$ cat src/rtl/vs4x400_loader.sv
// vs4x400 write-side feeder: buffers the query vector, then interleaves each
// database element with its query element into packed 64-bit memory words.
module vs4x400_loader #(
    parameter int ADDR_W  = 12,
    parameter int MAX_DIM = 252
) (
    input  logic              clk,
    input  logic              rst_n,
    input  logic              start_load,
    input  logic [7:0]        dim_size,
    input  logic [9:0]        vector_count,
    input  logic [7:0]        in_data,
    input  logic              in_valid,
    output logic              in_ready,
    output logic              mem_we,
    output logic [ADDR_W-1:0] mem_waddr,
    output logic [63:0]       mem_wdata,
    output logic              busy,
    output logic              done,
    output logic              err
);

    typedef enum logic [1:0] {
        IDLE,
        LOAD_Q,
        LOAD_V,
        FLUSH
    } state_t;

    localparam logic [7:0] MAX_D = 8'(MAX_DIM);

    state_t            state;
    logic [7:0]        dim;
    logic [9:0]        count;
    logic [7:0]        elem;
    logic [9:0]        vec;
    logic [ADDR_W-1:0] waddr;
    logic [47:0]       stage;
    logic [7:0]        qbuf [MAX_DIM];

    logic [17:0] words;
    logic        bad;
    logic        take;
    logic        last_elem;
    logic        last_vec;
    logic [7:0]  qcur;
    logic [15:0] lane;

    assign words     = {8'd0, vector_count} * {12'd0, dim_size[7:2]};
    assign bad       = (dim_size == 8'd0) || (dim_size[1:0] != 2'd0)
                    || (dim_size > MAX_D) || (vector_count == 10'd0)
                    || (words > 18'd4096);
    assign take      = in_valid & in_ready;
    assign last_elem = (elem == dim - 8'd1);
    assign last_vec  = (vec == count - 10'd1);
    assign qcur      = qbuf[elem];
    assign lane      = {in_data, qcur};

    // Query storage carries no reset; it is always rewritten before use.
    always_ff @(posedge clk) begin
        if (state == LOAD_Q && take)
            qbuf[elem] <= in_data;
    end

    always_ff @(posedge clk or negedge rst_n) begin
        if (!rst_n) begin
            state     <= IDLE;
            in_ready  <= 1'b0;
            mem_we    <= 1'b0;
            mem_waddr <= '0;
            mem_wdata <= '0;
            busy      <= 1'b0;
            done      <= 1'b0;
            err       <= 1'b0;
            dim       <= '0;
            count     <= '0;
            elem      <= '0;
            vec       <= '0;
            waddr     <= '0;
            stage     <= '0;
        end else begin
            mem_we <= 1'b0;
            done   <= 1'b0;
            err    <= 1'b0;
            case (state)
                IDLE: begin
                    if (start_load) begin
                        if (bad) begin
                            err <= 1'b1;
                        end else begin
                            state    <= LOAD_Q;
                            busy     <= 1'b1;
                            in_ready <= 1'b1;
                            dim      <= dim_size;
                            count    <= vector_count;
                            elem     <= '0;
                            vec      <= '0;
                            waddr    <= '0;
                        end
                    end
                end
                LOAD_Q: begin
                    if (take) begin
                        if (last_elem) begin
                            elem  <= '0;
                            state <= LOAD_V;
                        end else begin
                            elem <= elem + 8'd1;
                        end
                    end
                end
                LOAD_V: begin
                    if (take) begin
                        case (elem[1:0])
                            2'd0: stage[15:0]  <= lane;
                            2'd1: stage[31:16] <= lane;
                            2'd2: stage[47:32] <= lane;
                            default: begin
                                mem_we    <= 1'b1;
                                mem_waddr <= waddr;
                                mem_wdata <= {lane, stage};
                                waddr     <= waddr + 1'b1;
                            end
                        endcase
                        if (last_elem) begin
                            elem <= '0;
                            if (last_vec) begin
                                state    <= FLUSH;
                                in_ready <= 1'b0;
                            end else begin
                                vec <= vec + 10'd1;
                            end
                        end else begin
                            elem <= elem + 8'd1;
                        end
                    end
                end
                default: begin
                    state <= IDLE;
                    busy  <= 1'b0;
                    done  <= 1'b1;
                end
            endcase
        end
    end

endmodule

$ cat config.mk
export PLATFORM = sky130hd
export DESIGN_NAME = vs4x400_loader
export DESIGN_NICKNAME = d
export VERILOG_FILES = /design/src/rtl/vs4x400_loader.sv
export SDC_FILE = /design/constraint.sdc
export NUM_CORES = 2
export LEC_CHECK = 0
export CAP_MARGIN = 20
export CORE_AREA = 2 2 545 547
export DETAILED_ROUTE_END_ITERATION = 8
export DIE_AREA = 0 0 547 549
export PLACE_DENSITY = 0.55
export SLEW_MARGIN = 20
export SYNTH_ARGS = -nofsm -noshare
export SYNTH_HDL_FRONTEND = slang
export SYNTH_SLANG_ARGS = --single-unit
$ cat constraint.sdc
create_clock -name clk -period 8.07 [get_ports clk]
set_input_delay 1.2105 -clock clk [delete_from_list [all_inputs] [get_ports clk]]
set_output_delay 1.2105 -clock clk [all_outputs]
set_load 0.02 [all_outputs]
==> results.cfg <==
[detailed_routing]
wl_per_cell_um = 25.7
drc = 0
firstDrtPassIters = 5
finalWirelength_um = 223000
ant_nets = 0
viasPerCell = 4.97
vias = 43200
drtIter0Drc = 4477

[logic_synthesis]
ys.flop_type = edfxtp_1
netlist_area_um2 = 87900
yosysSeqAreaShare_pct = 74.0
synth_nets = 4489
netlist_top_cells_area = edfxtp_1 69%, mux4_2 16%, dfrtp_1 5.1%, nand2_1 1.4%, nor2_1 1.2%
ys_ff_latch = 2195
synth_top_cell_by_area = edfxtp_1
syn_inst = 4389
syn_avg_cell_area_um2 = 20.0
async_reset_ff_share_pct = 8.15
yosysTopAreaCellShare_pct = 68.9
synth_warnings = 0
ys_types = 80
synth_edf_count = 2016

[grt]
antenna_found_initial = 7
grt_pass1_vias = 43900
grt_pass1_wl_um = 324000
grt-ovfl-total = 0
grt.total_usage_pct = 14.7
grt_start_max_net_pins = 195

[floorplanning]
std_cell_rows = 200
io_pins = 111
die_h_um = 549
die_area_um2 = 300000
coreArea_um2 = 295000
die_x_um = 547
initial_utilization_pct = 29.8

[sta]
min_period_over_period_pct = 80.0
fmax_mhz = 155
clock_skew_ns = 0.0627
worst_pin_slew_ns = 1.13
hold_viol_final = 0
finalSetupViolCount = 0
setup_tns_ns = 0
slew_headroom_pct = 24.7
rsz0062_at_grt = no
fin_crit_ns = 6.46
maxSlewViolCount = 0
holdWs_ns = 0.429

[worst_setup_path]
end_kind = flop
path_class = in -> reg
startpoint_type = input port
required_ns = 8.82
cp_max_fo = 19
critPathArrivalTime_ns = 7.21

[cts]
clk_latency_ns = 0.90
clkSinkCount = 2195
clockRootBuffer = clkbuf_16
cts_max_path_buffers = 3
cts_buffers = 221
cts_setup_buffers = 0
holdBufCountCts = 0
cts_max_level = 4
tritoncts = done
cts.clk_slew.worst_paths_ns = 0.06
post_cts_resized = 0

[power]
ir_drop_mv = 0.268
leakage_nw = 31.7
power_density_nw_per_um2 = 301

[placed_design]
hpwl_um = 132000
dp.cells = 8276
port-buffer-count = 110
gp_congestion = 0.766

[outcome]
outcome = complete, no violations

[hold_path]
hold_class = in -> async

[finish]
area_delta_synth_final_pct = 15.0
nets = 4662
layout-drive-gt1-share_pct = 23.7
final_common_cell = edfxtp_1
layout_common_cells = 2,016 x edfxtp_1, 618 x mux4_2, 326 x nand2_1
instances_no_fill = 8698

[job]
drv_cap = 0
-- state kept, by name (all words and copies together) (netlist names), 2 cells and up --
name and count:
vec 10, mem_waddr 12, mem_wdata 64, stage 48, elem 8, waddr 12
dim 8, count 10, state 2, qbuf 2016
-- through the flow --
stage | util [%] | area (um2) | total power, W | setup slack [ns]
finish | 34.2 | 101000 | 0.0304 | 1.61
global placement | 31.8 | 93700 | 0.0206 | 0.769
CTS | 34.2 | 101000 | 0.0307 | 1.65
global route | 34.2 | 101000 | 0.0316 | 1.33
floorplan | - | 87900 | 0.0178 | 2.24
detailed placement | 31.8 | 93800 | 0.0207 | 0.760
-- layout make-up --
cell class / count / area (um2)
Fill cell: 27400 / 194000
Sequential cell: 2195 / 65000
Multi-Input combinational cell: 1875 / 21500
Clock buffer: 272 / 5860
Tap cell: 3939 / 4930
Timing Repair Buffer: 202 / 2060
Clock inverter: 145 / 1350
Inverter: 67 / 259
Antenna cell: 3 / 7.51
-- layer usage --
metal | up-vias | global-route usage (%) | wire (um)
met3 | 256 | 2.90 | 14600
met4 | 2 | 3.49 | 4530
met5 | - | 0 | 13
li1 | 18100 | - | -
met1 | 23400 | 20.7 | 97900
met2 | 1413 | 23.4 | 106000
-- Yosys cell counts (9+ instances only) --
cell type,number
nand3_1,71
and2_1,59
clkbuf_1,149
mux2i_1,29
fa_1,33
mux4_2,618
xnor2_1,18
o31ai_1,10
buf_2,59
nor3_1,16
mux2_2,49
nand2_1,327
inv_1,66
buf_4,14
a31oi_1,10
edfxtp_1,2016
nand4_1,18
nor2_1,291
buf_1,20
buf_6,10
a21oi_1,21
nand2b_1,12
o21ai_1,10
dfrtp_1,179
a22oi_1,19
xor2_1,9
o21ai_0,60
ha_1,37
nor2b_1,13
-- cells by family (layout without fill, tap and decap cells) --
group | Yosys count | count (layout) | share of synthesized area (%)
adders and majority gates | 70 | 70 | 1.28
DFF | 2195 | 2195 | 74.0
AOI/OAI and AO/OA | 216 | 216 | 1.67
other | 0 | 3 | 0
buffers and inverters | 319 | 686 | 1.59
xor gates and xnor gates | 27 | 27 | 0.269
muxes | 696 | 696 | 16.8
and+or+nand+nor | 866 | 866 | 4.38
-- critical path: stages --
cell             delay [ns]
clkdlybuf4s50_1        0.65
and2_1                 0.28
fa_1                   0.53
inv_1                  0.05
fa_1                   0.49
fa_1                   0.52
inv_1                  0.05
ha_1                   0.35
a21o_1                 0.21
a311oi_1               0.42
nor4b_1                0.13
or3_1                  0.35
a2111oi_2              0.72
a31oi_2                0.39
buf_4                  0.32
a21oi_1                0.28
mux2i_1                0.25
-- final timing paths --
check | slack [ns] | start | end | cells after the start
setup / recovery | 1.61 | dim_size[2] | state[0] | 17
hold / removal | 0.43 | rst_n | mem_wdata[44] | 1
setup reg to reg | 2.78 | elem[0] | stage[18] | 9
hold reg to reg | 0.45 | stage[40] | mem_wdata[40] | 2
max in group asynchronous | 6.42 | rst_n | elem[1] | 2
min in group clk | 0.45 | stage[40] | mem_wdata[40] | 2
-- power breakdown --
part           leakage [nW]  internal (W)  switching (W)
Clock                  3.49       0.00564        0.00447
Sequential             20.5        0.0127       0.000361
Combinational          7.76       0.00310        0.00415
(Power assumes the default switching activity.)
